--- src/rtl/reg_alu_pkg.sv ---
// Shared definitions for the register-file / ALU datapath.
package reg_alu_pkg;

  localparam logic [1:0] OP_ADD = 2'b00;
  localparam logic [1:0] OP_SUB = 2'b01;
  localparam logic [1:0] OP_AND = 2'b10;
  localparam logic [1:0] OP_OR  = 2'b11;

  // ADD and SUB are the only functions that produce a meaningful carry.
  function automatic logic op_sets_carry(input logic [1:0] op);
    return (op == OP_ADD) || (op == OP_SUB);
  endfunction

endpackage

--- src/rtl/alu_core.sv ---
// Combinational 4-function ALU; c is bit WIDTH of the (WIDTH+1)-bit sum.
module alu_core
  import reg_alu_pkg::*;
#(
  parameter int WIDTH = 16
) (
  input  logic [1:0]       op,
  input  logic [WIDTH-1:0] a,
  input  logic [WIDTH-1:0] b,
  output logic [WIDTH-1:0] y,
  output logic             c
);

  logic [WIDTH:0]   sum;
  logic [WIDTH-1:0] b_eff;
  logic             c_in;

  // SUB is A + ~B + 1, so carry-out of 1 means no borrow.
  always_comb begin
    b_eff = (op == OP_SUB) ? ~b : b;
    c_in  = (op == OP_SUB);
    sum   = {1'b0, a} + {1'b0, b_eff} + {{WIDTH{1'b0}}, c_in};
  end

  // Function select; carry is zero for the logic ops.
  always_comb begin
    y = '0;
    c = 1'b0;
    case (op)
      OP_ADD, OP_SUB: begin
        y = sum[WIDTH-1:0];
        c = sum[WIDTH];
      end
      OP_AND: y = a & b;
      OP_OR:  y = a | b;
      default: y = '0;
    endcase
  end

endmodule

--- src/rtl/reg_alu_pipe.sv ---
// Register file plus ALU with a single registered write-back stage.
// A pending write-back is forwarded to the read ports, so a dependent op
// issued the very next cycle sees the new value with no stall.
module reg_alu_pipe
  import reg_alu_pkg::*;
#(
  parameter  int WIDTH = 16,
  parameter  int NREG  = 8,
  localparam int AW    = $clog2(NREG)
) (
  input  logic             clk,
  input  logic             reset,
  input  logic             in_valid,
  input  logic             sel,
  input  logic             wr,
  input  logic [1:0]       op,
  input  logic [AW-1:0]    rd_addr_a,
  input  logic [AW-1:0]    rd_addr_b,
  input  logic [AW-1:0]    wr_addr,
  input  logic [WIDTH-1:0] d_in,
  output logic [WIDTH-1:0] d_out_a,
  output logic [WIDTH-1:0] d_out_b,
  output logic [WIDTH-1:0] result,
  output logic             result_valid,
  output logic             cout,
  output logic             zero
);

  logic [WIDTH-1:0] regs_q [NREG];
  logic [WIDTH-1:0] regs_d [NREG];

  logic [WIDTH-1:0] result_q, result_d;
  logic             result_valid_q, result_valid_d;
  logic [AW-1:0]    wb_addr_q, wb_addr_d;
  logic             wb_wr_q, wb_wr_d;
  logic             cout_q, cout_d;
  logic             zero_q, zero_d;

  logic             commit;
  logic [WIDTH-1:0] alu_y;
  logic             alu_c;

  assign commit = result_valid_q & wb_wr_q;

  // Read ports with forwarding from the write-back stage.
  always_comb begin
    d_out_a = regs_q[rd_addr_a];
    d_out_b = regs_q[rd_addr_b];
    if (commit && (wb_addr_q == rd_addr_a)) d_out_a = result_q;
    if (commit && (wb_addr_q == rd_addr_b)) d_out_b = result_q;
  end

  alu_core #(
    .WIDTH(WIDTH)
  ) u_alu (
    .op(op),
    .a (d_out_a),
    .b (d_out_b),
    .y (alu_y),
    .c (alu_c)
  );

  // Register-file commit uses the write-back contents present before this edge.
  always_comb begin
    for (int i = 0; i < NREG; i++) regs_d[i] = regs_q[i];
    if (commit) regs_d[wb_addr_q] = result_q;
  end

  // Issue: load the write-back stage and update flags on ALU-sourced issues.
  always_comb begin
    result_d       = result_q;
    result_valid_d = 1'b0;
    wb_addr_d      = wb_addr_q;
    wb_wr_d        = wb_wr_q;
    cout_d         = cout_q;
    zero_d         = zero_q;
    if (in_valid) begin
      result_d       = sel ? alu_y : d_in;
      result_valid_d = 1'b1;
      wb_addr_d      = wr_addr;
      wb_wr_d        = wr;
      if (sel) begin
        zero_d = (alu_y == '0);
        if (op_sets_carry(op)) cout_d = alu_c;
      end
    end
  end

  // State update; reset discards any pending write-back.
  always_ff @(posedge clk) begin
    if (reset) begin
      for (int i = 0; i < NREG; i++) regs_q[i] <= '0;
      result_q       <= '0;
      result_valid_q <= 1'b0;
      wb_addr_q      <= '0;
      wb_wr_q        <= 1'b0;
      cout_q         <= 1'b0;
      zero_q         <= 1'b0;
    end else begin
      for (int i = 0; i < NREG; i++) regs_q[i] <= regs_d[i];
      result_q       <= result_d;
      result_valid_q <= result_valid_d;
      wb_addr_q      <= wb_addr_d;
      wb_wr_q        <= wb_wr_d;
      cout_q         <= cout_d;
      zero_q         <= zero_d;
    end
  end

  assign result       = result_q;
  assign result_valid = result_valid_q;
  assign cout         = cout_q;
  assign zero         = zero_q;

endmodule
--- config.mk ---
export PLATFORM = sky130hd
export DESIGN_NAME = reg_alu_pipe
export DESIGN_NICKNAME = d
export VERILOG_FILES = /design/src/rtl/reg_alu_pkg.sv /design/src/rtl/alu_core.sv /design/src/rtl/reg_alu_pipe.sv
export SDC_FILE = /design/constraint.sdc
export NUM_CORES = 1
export LEC_CHECK = 0
export ABC_AREA = 1
export BUFFER_PORTS_ARGS = -buffer_cell sky130_fd_sc_hd__buf_4
export CORE_ASPECT_RATIO = 0.9
export CORE_UTILIZATION = 42
export DETAILED_ROUTE_END_ITERATION = 12
export PLACE_DENSITY_LB_ADDON = 0.05
export SLEW_MARGIN = 20
export SYNTH_ARGS = -nofsm -noshare
export SYNTH_HDL_FRONTEND = slang
export SYNTH_SLANG_ARGS = --single-unit
--- constraint.sdc ---
create_clock -name clk -period 4.3 [get_ports clk]
set_input_delay 0.215 -clock clk [delete_from_list [all_inputs] [get_ports clk]]
set_output_delay 0.215 -clock clk [all_outputs]
set_load 0.1 [all_outputs]
==> results.md <==
* Initial antenna violation count at 0
* # H-tree levels at 4
* Effective utilization at floorplan at 0.429
* RR Startpoint: wb_addr_q[1]
* Reg-to-reg endpoint: zero
* All-layer global routing usage at 0.304
* Critical Path Start: wb_addr_q[1]
* Worst clock skew at 0.0111 ns
* Highest routed layer: met4
* Synth area leader: dfxtp_1
* Distinct cells, synth at 36
* Inst Count DP at 1861
* Placed instance area at 10500 sq um
* Clock-pin slew on the worst setup and hold paths at 0.07 ns
* Cells after synthesis at 1552
* Final Util at 0.492
* Ys Warns at 0
* Synth Net Count at 1600
* Clk Latency, worst-skew pair at 0.44 ns
* Required time worst endpoint at 4.68 ns
* Mapped Avg Cell Area at 6.22 sq um
* Crit path kind: flip-flop to flip-flop
* Final worst slack at 0.518 ns
* Area grow syn2layout at 14.8%
* Met2 WL post-DR at 15.6 mm
* Worst R2R Path Depth at 21
* Die height at 146 microns
* DRC at 0
* Seq/Total Area, Yosys at 0.313
* Design area at 11100 sq um
* # diodes at 0
* Worst slew pin tran at 1.09 ns
* Maximum vdd drop at 0.243 mV
* Clock Sinks at 151
* Row count at 52
* TritonCTS Buffers at 17
* Slew Limit Fails at 0
* Setup WS pre-CTS at 0.382 ns
* Wire length on met3 at 2.69 mm
* Mapped Area at 9650 sq um
* GP Congestion at 0.983
* Largest net degree at the start of global routing at 75
* HP Class: input port to flip-flop
* RSZ-0062 raised after global routing: no
* Status: completed
* Vias in the first global route at 9554
* Port bufs at 82
* Setup TNS at 0 ns
* Grt total ovfl at 0
* Synth top area share at 0.313
* Yosys reg bits at 151
* Power Density at 375 nW/um^2
* Met1 wire length at 17.0 mm
* Final setup violation count at 0
* Final min period at 3.78 ns
* Clk root buf: clkbuf_16
* Hold Violations, Final at 0
* Post-DP HPWL at 24.4 mm
* Crit path capture: zero
* Nets at 1631
* Top-Level Pins at 83
* Die X at 162 microns
* Finished Layout Cells at 1893
* R2R setup slack at 0.52 ns
* Leak pwr at 4.86 nW
* Drt wl/cell at 19.1 microns
* DRT Pass-1 Iters at 8
* Antenna Violating Nets Remaining at 0
* Total detailed-routing wirelength at 36.1 mm
* Clock Tree Buf Depth at 2
* CP Capture Type: flip-flop
* Critical path launch point type: flip-flop
* Core area at 22500 sq um
* Die ar. at 23600 sq um
* Vias at 10.7k
* Post-DR vias/cell at 5.65
* MaxCap Viol Count at 0
* Relative slew margins at 0.273
* CP Max Fanout at 26
* Top cells by area, synth: dfxtp_1 31%, o21ai_0 12%, nand2_1 11%, a21oi_1 10%, nand3_1 8.1%
* Drt initial violations at 1230
* CTS tree: built
* Global-route wire length before repair at 55.4 mm
* Period utilisation layout at 0.880
* Crit path arrival time at 4.16 ns
* Maximum clock rate at 264 MHz
* Share of cells above drive strength 1 at 0.125
synthesized netlist by cell type, drive strengths merged:
master   count
ha          15
o211ai      29
a21o         2
o311ai       5
nand2      299
nand3b       3
nand4        6
xor2        10
a31oi        7
clkinv      18
dfxtp      151
and2         1
a2111oi      1
buf         46
a21oi      200
clkbuf      58
nor3         3
o22ai        4
o21ai      243
nand3      165
nor2       151
inv        134
fa           1
stage by stage:
step / power (mW) / hold WS [ns]
after CTS: 4.15 / 0.0119
final: 4.15 / 0.0133
after detailed placement: 2.58 / 0.457
after global routing: 4.32 / 0.0452
after floorplan: 2.30 / 0.350
after global placement: 2.58 / 0.445
critical path: stages, from the launching register on:
cell and delay [ns]:
dfxtp_1 0.43, inv_1 0.13, nand2_1 0.07, nand2_1 0.08
nor2_4 0.14, nand2_4 0.24, o311ai_0 0.23, o21ai_0 0.30
xor2_1 0.21, ha_1 0.42, nand2_1 0.17, nor2_1 0.26
nand4_1 0.25, nand3_1 0.15, nand2_1 0.06, nand3_1 0.10
nand2_1 0.10, nor2_1 0.11, nand2_1 0.05, nor2_1 0.09
nor2_1 0.05, nor2_1 0.07
power breakdown:
part | internal (mW) | total (mW) | switching, mW
registers | 1.42 | 1.46 | 0.0332
logic | 0.283 | 1.11 | 0.829
clock network | 0.892 | 1.58 | 0.690
total | 2.60 | 4.15 | 1.55
layer usage:
layer	track usage	vias up
met2	0.459	441
li1	-	5258
met4	0.0892	0
met3	0.0450	57
met1	0.445	4930
met5	0	-
worst min-delay path by stage:
stage	startpoint	end	slack (ns)	cells past startpoint
floorplan	wr	wb_wr_q	0.35	2
global placement	wr	wb_wr_q	0.44	3
detailed placement	regs_q[1][4]	regs_q[1][4]	0.46	2
CTS	wr	wb_wr_q	0.01	3
global route	wr	wb_wr_q	0.05	3
finish	wr	wb_wr_q	0.01	3
timing repair:
action	4_1_cts	5_1_grt
resized for setup	0	1
hold buffers	0	0
setup buffers	0	0
endpoints found under the setup margin	0	1
cells in the final DEF (no fill, tap or decap), drive strengths merged, types with 21 or more instances in the layout:
master,synthesis,layout
o211ai,29,29
nor2,151,151
inv,134,140
nand2,299,299
o21ai,243,243
dfxtp,151,151
buf,46,116
a21oi,200,200
nand3,165,165
clkinv,18,21
state kept, by name, summed over array words and instances (netlist names):
signal,flops
result,16
regs_q,128
wb_wr_q,1
result_valid,1
wb_addr_q,3
cout,1
zero,1
cell type report:
cell class                 instances  area (sq um)
multi-input combinational       1145          5600
inverter                         152           589
clock inverter                    13           161
timing repair buffer             116           883
clock buffer                      19           443
tap                              297           372
sequential                       151          3020
fill                            2361         11400
logic make-up after synthesis:
logic type	share of synthesized area
buffers and inverters	0.109
adders and majority gates	0.0215
AOI/OAI and AO/OA	0.267
and+or+nand+nor	0.280
DFF	0.313
xor gates and xnor gates	0.00908
No activity file was read; power rests on OpenSTA's default activity.
